--- src/rtl/tmds_pkg.sv ---
// tmds_pkg: shared constants and types for the TMDS period encoder.
//   Control codes for each CD value, guard-band codes per channel,
//   preamble CTL values, default look-ahead depth, channel mode enum,
//   and small helpers (control-code lookup, 8-bit popcount).
package tmds_pkg;

  localparam int LEAD_DFLT = 10;
  localparam int NUM_CH    = 3;

  localparam logic [9:0] CTL_CODE_00 = 10'h354;
  localparam logic [9:0] CTL_CODE_01 = 10'h0AB;
  localparam logic [9:0] CTL_CODE_10 = 10'h154;
  localparam logic [9:0] CTL_CODE_11 = 10'h2AB;

  localparam logic [9:0] GB_CH0 = 10'h2CC;
  localparam logic [9:0] GB_CH1 = 10'h133;
  localparam logic [9:0] GB_CH2 = 10'h2CC;

  // Video preamble: CTL0=1 on channel 1, CTL2/3=0 on channel 2.
  localparam logic [1:0] PRE_CD_CH1 = 2'b01;
  localparam logic [1:0] PRE_CD_CH2 = 2'b00;
  localparam logic [1:0] CD_IDLE    = 2'b00;

  typedef enum logic [1:0] {CM_CTRL, CM_VIDEO, CM_GUARD} chan_mode_t;

  function automatic logic [9:0] ctrl_code(input logic [1:0] cd);
    case (cd)
      2'b00:   ctrl_code = CTL_CODE_00;
      2'b01:   ctrl_code = CTL_CODE_01;
      2'b10:   ctrl_code = CTL_CODE_10;
      default: ctrl_code = CTL_CODE_11;
    endcase
  endfunction

  function automatic logic [3:0] ones8(input logic [7:0] v);
    ones8 = '0;
    for (int i = 0; i < 8; i++) ones8 = ones8 + {3'b000, v[i]};
  endfunction

endpackage

--- src/rtl/tmds_chan_enc.sv ---
// tmds_chan_enc: one TMDS channel. DVI 8b/10b video encoder with signed
// running disparity, plus an output mux for control and guard-band symbols.
//   clk, rst_n (sync, active low), ce (hold when 0)
//   mode  : CM_VIDEO / CM_CTRL / CM_GUARD for this cycle
//   d     : 8-bit video data
//   cd    : 2-bit control data (used in CM_CTRL)
//   guard : guard-band symbol (used in CM_GUARD)
//   q     : registered 10-bit symbol, LSB first on the wire
module tmds_chan_enc
  import tmds_pkg::*;
(
  input  logic       clk,
  input  logic       rst_n,
  input  logic       ce,
  input  chan_mode_t mode,
  input  logic [7:0] d,
  input  logic [1:0] cd,
  input  logic [9:0] guard,
  output logic [9:0] q
);

  logic [3:0]        n1d, n1q;
  logic              use_xnor;
  logic [8:0]        q_m;
  logic signed [4:0] cnt;
  logic signed [5:0] cnt_x, bal, cnt_nxt;
  logic [9:0]        sym;

  always_comb begin
    n1d      = ones8(d);
    use_xnor = (n1d > 4'd4) || ((n1d == 4'd4) && !d[0]);
    q_m      = '0;
    q_m[0]   = d[0];
    for (int i = 1; i < 8; i++)
      q_m[i] = use_xnor ? ~(q_m[i-1] ^ d[i]) : (q_m[i-1] ^ d[i]);
    q_m[8]   = ~use_xnor;
    n1q      = ones8(q_m[7:0]);
    bal      = $signed({1'b0, n1q, 1'b0}) - 6'sd8;  // n1 - n0
    cnt_x    = {cnt[4], cnt};
    if ((cnt == 5'sd0) || (bal == 6'sd0)) begin
      sym     = {~q_m[8], q_m[8], q_m[8] ? q_m[7:0] : ~q_m[7:0]};
      cnt_nxt = q_m[8] ? (cnt_x + bal) : (cnt_x - bal);
    end else if (cnt[4] == bal[5]) begin
      // disparity and this word lean the same way: invert
      sym     = {1'b1, q_m[8], ~q_m[7:0]};
      cnt_nxt = cnt_x + (q_m[8] ? 6'sd2 : 6'sd0) - bal;
    end else begin
      sym     = {1'b0, q_m[8], q_m[7:0]};
      cnt_nxt = cnt_x - (q_m[8] ? 6'sd0 : 6'sd2) + bal;
    end
  end

  always_ff @(posedge clk) begin
    if (!rst_n) begin
      q   <= CTL_CODE_00;
      cnt <= '0;
    end else if (ce) begin
      case (mode)
        CM_VIDEO: begin q <= sym;           cnt <= cnt_nxt[4:0]; end
        CM_GUARD: begin q <= guard;         cnt <= '0;           end
        default:  begin q <= ctrl_code(cd); cnt <= '0;           end
      endcase
    end
  end

endmodule

--- src/rtl/tmds_period_encoder.sv ---
// tmds_period_encoder: three-channel TMDS encoder with optional HDMI
// video preamble / leading guard band derived from a look-ahead line.
//   clk, rst_n (sync, active low), ce (pixel-repetition enable)
//   de, hs, vs, rgb[23:0] : pixel input, R[23:16] G[15:8] B[7:0]
//   tmds0/1/2             : blue/green/red symbols
//   de_out                : de aligned with the symbols
// Latency: input register + LEAD-deep delay line + encoder register.
module tmds_period_encoder
  import tmds_pkg::*;
#(
  parameter int HDMI_MODE = 1,
  parameter int LEAD      = LEAD_DFLT
) (
  input  logic        clk,
  input  logic        rst_n,
  input  logic        ce,
  input  logic        de,
  input  logic        hs,
  input  logic        vs,
  input  logic [23:0] rgb,
  output logic [9:0]  tmds0,
  output logic [9:0]  tmds1,
  output logic [9:0]  tmds2,
  output logic        de_out
);

  // Stage 0 is the input register; stage LEAD is the "current" sample.
  // Stage LEAD-j holds the sample j cycles ahead of it.
  logic [LEAD:0]        vld_pipe;
  logic [LEAD:0][1:0]   sync_pipe;
  logic [LEAD:0][23:0]  pix_pipe;

  always_ff @(posedge clk) begin
    if (!rst_n) begin
      vld_pipe  <= '0;
      sync_pipe <= '0;
      pix_pipe  <= '0;
      de_out    <= 1'b0;
    end else if (ce) begin
      vld_pipe[0]  <= de;
      sync_pipe[0] <= {vs, hs};
      pix_pipe[0]  <= rgb;
      for (int i = 1; i <= LEAD; i++) begin
        vld_pipe[i]  <= vld_pipe[i-1];
        sync_pipe[i] <= sync_pipe[i-1];
        pix_pipe[i]  <= pix_pipe[i-1];
      end
      de_out <= vld_pipe[LEAD];
    end
  end

  // Period classification. With the current sample blank, any de in the
  // look-ahead is a rising edge; the nearest one decides k. Checking the
  // two nearest slots first gives the guard band priority, so short gaps
  // just lose the leading part of the preamble.
  logic       is_vid, gb_near, pre_near, is_gb, is_pre;
  chan_mode_t mode;

  always_comb begin
    gb_near  = 1'b0;
    pre_near = 1'b0;
    for (int j = 1; j <= LEAD; j++) begin
      if (j <= 2) gb_near  = gb_near  | vld_pipe[LEAD-j];
      else        pre_near = pre_near | vld_pipe[LEAD-j];
    end
    is_vid = vld_pipe[LEAD];
    is_gb  = (HDMI_MODE != 0) && !is_vid && gb_near;
    is_pre = (HDMI_MODE != 0) && !is_vid && !gb_near && pre_near;
    mode   = is_vid ? CM_VIDEO : (is_gb ? CM_GUARD : CM_CTRL);
  end

  logic [NUM_CH-1:0][7:0] ch_d;
  logic [NUM_CH-1:0][1:0] ch_cd;
  logic [NUM_CH-1:0][9:0] ch_gb, ch_q;

  assign ch_d  = {pix_pipe[LEAD][23:16], pix_pipe[LEAD][15:8], pix_pipe[LEAD][7:0]};
  assign ch_cd = {is_pre ? PRE_CD_CH2 : CD_IDLE,
                  is_pre ? PRE_CD_CH1 : CD_IDLE,
                  sync_pipe[LEAD]};
  assign ch_gb = {GB_CH2, GB_CH1, GB_CH0};

  for (genvar c = 0; c < NUM_CH; c++) begin : g_ch
    tmds_chan_enc u_enc (
      .clk   (clk),
      .rst_n (rst_n),
      .ce    (ce),
      .mode  (mode),
      .d     (ch_d[c]),
      .cd    (ch_cd[c]),
      .guard (ch_gb[c]),
      .q     (ch_q[c])
    );
  end

  assign tmds0 = ch_q[0];
  assign tmds1 = ch_q[1];
  assign tmds2 = ch_q[2];

endmodule
--- config.mk ---
export PLATFORM = sky130hd
export DESIGN_NAME = tmds_period_encoder
export DESIGN_NICKNAME = d
export VERILOG_FILES = /design/src/rtl/tmds_pkg.sv /design/src/rtl/tmds_chan_enc.sv /design/src/rtl/tmds_period_encoder.sv
export SDC_FILE = /design/constraint.sdc
export NUM_CORES = 1
export LEC_CHECK = 0
export ABC_AREA = 1
export CORE_ASPECT_RATIO = 1.2
export CORE_MARGIN = 1
export CORE_UTILIZATION = 60
export DETAILED_ROUTE_END_ITERATION = 12
export PLACE_DENSITY = 0.82
export REMOVE_ABC_BUFFERS = 1
export SETUP_SLACK_MARGIN = 0.4
export SYNTH_ARGS = -nofsm -noshare
export SYNTH_HDL_FRONTEND = slang
export SYNTH_SLANG_ARGS = --single-unit
--- constraint.sdc ---
create_clock -name clk -period 9.1 [get_ports clk]
set_input_delay 1.82 -clock clk [delete_from_list [all_inputs] [get_ports clk]]
set_output_delay 1.82 -clock clk [all_outputs]
set_load 0.005 [all_outputs]
==> impl_metrics.toml, run 1 <==
[placed_design]
pre_cts_slack_ns = 1.103
port_buffers = 60
number_of_placed_cells_counting_well_taps = 2269
gp_congestion = 0.9053
detailed_place_hpwl_um = 18540

[clock_network]
worstSkewPairLatency_ns = 0.52
cts-resized-gates = 0
cts_setup_buffers = 0
clockBufferDepth = 3
clk_pin_slew_worst_paths_ns = 0.06
tritoncts = "done"
htree_levels = 2
clock_sinks = 340
clock_tree.root_cell = "clkbuf_16"
post_cts_hold_buffer_count = 0
cts_inserted_buffers = 35

[cells_and_area]
nFillCells = 2050
nNetsFinal = 2123
layout.cells.most_common = "nor2_1"
drive_gt1_share_pct = 4.337
area_growth_from_synthesis_to_final_layout_pct = 11.99
n_antenna_cell = 0
utilization_pct = 69.21
final_std_cells_w_o_fill = 2331
register_area_mm2 = 0.006807
multiInputGateArea_mm2 = 0.007654
layout.cells.most_common_list = "nor2_1 (589), dfxtp_1 (340), o21ai_0 (339), inv_1 (128), nand2_1 (125)"

[setup_path]
setup.worst_path.end_class = "flip-flop"
path_class = "reg2reg"
critPathMaxFanout = 11
timing.reg2reg.setup_slack_ns = 1.11
crit_path_top_delay_cell = "fa_1"
max_stage_delay_ns = 0.51
cp.required_ns = 9.46
crit_path_start_kind = "flip-flop"
timing.critical_path.arrival_ns = 8.35
cell_mode_on_critical_path = "fa_1"

[route]
antenna_violating_nets_post_route = 0
avgViaCountPerCell = 5.305
drt-total-wl_um = 30500
first_pass_iters = 7
vias = 12366
drt_first_iter_violations = 931
drc = 0
routed_wire_length_per_instance_um = 13.09

[power]
power_per_cell_area_mw_per_mm2 = 399.5
power.leakage_nw = 7.634
max-vdd-ir-drop_mv = 0.2238

[synthesis]
synth-main-ff-cell = "dfxtp_1"
synth_enable_flop_cells = 0
syn-mean-instance-area_um2 = 7.752
synth.yosys.warnings = 0
seq_area_frac_synth_pct = 44.08
mappedNetlistArea_mm2 = 0.01544
async_flop_share_pct = 0
syn-instance-count = 1992
postSynthRegisterBits = 340
netlist-cell-type-count = 44

[grt]
grt_first_pass_wirelength_um = 52090
grt_use_total_pct = 23.64
grt_antenna_before_repair = 0
grt_overflow = 0
number_of_global_route_vias_before_repair = 11254
grt_start_max_net_pins = 216

[timing]
final.min_clock_period_ns = 7.989
timing.max_slew.rel_slack_pct = 28.16
tightestPinTransition_ns = 1.078
rsz_0062_raised_after_global_routing = "false"
layout_setup_ws_ns = 1.111
finalHoldViolCount = 0
report.final.slew_viol_count = 0
aggregate_negative_setup_slack_ns = 0
setup-violations-final = 0
fmax_ghz = 0.1252
post-route-period-util_pct = 87.79
final.setup_skew_ns = 0.01272

[run_status]
run_status = "complete, no violations"

[floorplan]
die_width_um = 148.4
initial_utilization_pct = 61.79
boundaryPins = 61
design.die.area_mm2 = 0.02638
die_y_um = 177.7
placement_rows = 63
core-area_mm2 = 0.02499

[flow_run]
timing.max_cap.violations = 0

[hold_path]
min-delay-path-class = "reg2reg"
-- stage by stage --
step | total power [mW] | hold slack, ns | instance area [um^2]
CTS | 6.978 | 0.4654 | 17290
global placement | 5.439 | 0.4471 | 16070
detailed placement | 5.456 | 0.4564 | 16070
global route | 7.586 | 0.4835 | 17290
floorplan | 4.581 | 0.4495 | 14990
finish | 6.909 | 0.4640 | 17290
-- worst paths after layout --
check                          start                    to  cells past startpoint
hold / removal    g_ch[2].u_enc.q[5]    g_ch[2].u_enc.q[5]                      2
setup reg to reg            ch_d[16]  g_ch[2].u_enc.cnt[4]                     31
hold reg to reg   g_ch[2].u_enc.q[5]    g_ch[2].u_enc.q[5]                      2
setup / recovery            ch_d[16]  g_ch[2].u_enc.cnt[4]                     31
-- synthesized netlist by cell type, types with 2 or more instances --
cell	number	area (um^2)
nor2_1	589	2211
dfxtp_1	340	6807
o21ai_0	339	1697
inv_1	129	484.2
nand2_1	125	469.2
clkbuf_1	109	409.1
a21oi_1	72	360.4
ha_1	70	875.8
fa_1	42	840.8
nand3_1	33	165.2
xor2_1	33	289.0
o211ai_1	14	105.1
xnor2_1	13	113.9
o21ai_1	12	60.06
inv_2	8	30.03
o221ai_1	6	52.55
nand2_2	5	31.28
o22ai_1	5	31.28
a31oi_1	4	25.02
buf_1	4	15.01
xor2_2	4	65.06
clkinv_1	3	11.26
nand2_4	3	33.78
nand4_1	3	18.77
or2_1	3	18.77
a211oi_1	2	15.01
a22oi_1	2	15.01
nand3_2	2	20.02
nor4_1	2	12.51
o31ai_1	2	15.01
-- power by group --
part           total [mW]  switching, mW  internal (mW)
clock network        1.48          0.571          0.908
logic                3.75           2.21           1.53
registers            1.68         0.0775           1.61
-- area by class of cell --
cell class	instances	share of cell area [%]
repair buffers	67	3.864
clock buffers	54	6.005
well taps	325	2.351
flip-flops and latches	340	39.36
inverters	141	3.118
clock inverters	8	1.042
multi-input cells	1396	44.26
-- registers in the layout (all words and copies together), names as in the netlist --
signal,flops
pix_pipe,240
g_ch.u_enc.cnt,12
vld_pipe,11
g_ch.u_enc.q,30
sync_pipe,20
ch_d,24
de_out,1
ch_cd,2
-- worst max-delay path, delay by kind of cell (launching register included) --
| kind | cells | cell delay [ns] |
|---|---|---|
| compound gates | 4 | 0.84 |
| xor+xnor | 2 | 0.51 |
| fa+ha+maj | 12 | 4.98 |
| buf+inv | 7 | 0.43 |
| simple gates | 6 | 0.72 |
| flops | 1 | 0.34 |
-- layer usage --
metal | vias to the layer above | track usage (%) | share of wire [%]
met3 | 50 | 3.342 | 3.9
met2 | 223 | 39.10 | 47
met5 | - | 0 | 0
met1 | 5708 | 31.92 | 47
li1 | 6385 | - | -
met4 | 0 | 7.131 | 2.1
-- kinds of logic (layout without fill, tap and decap cells) --
| family | Yosys count | after routing | synth area share (%) |
|---|---|---|---|
| xor gates and xnor gates | 52 | 52 | 3.282 |
| muxes | 1 | 1 | 0.07292 |
| adders and majority gates | 112 | 112 | 11.12 |
| and+or+nand+nor | 769 | 769 | 19.47 |
| buffers and inverters | 256 | 270 | 6.353 |
| DFF | 340 | 340 | 44.08 |
| AOI/OAI and AO/OA | 462 | 462 | 15.62 |
No activity file was read; power rests on OpenSTA's default activity.
==> run 2, diff against run 1 <==
--- a/config.mk
+++ b/config.mk
@@ -6,6 +6,7 @@
 export NUM_CORES = 1
 export LEC_CHECK = 0
 export ABC_AREA = 1
+export CAP_MARGIN = 10
 export CORE_ASPECT_RATIO = 1.2
 export CORE_MARGIN = 1
 export CORE_UTILIZATION = 60
==> results of run 2 <==
Same layout as run 1: the final DEF is identical, and so are final timing and power.
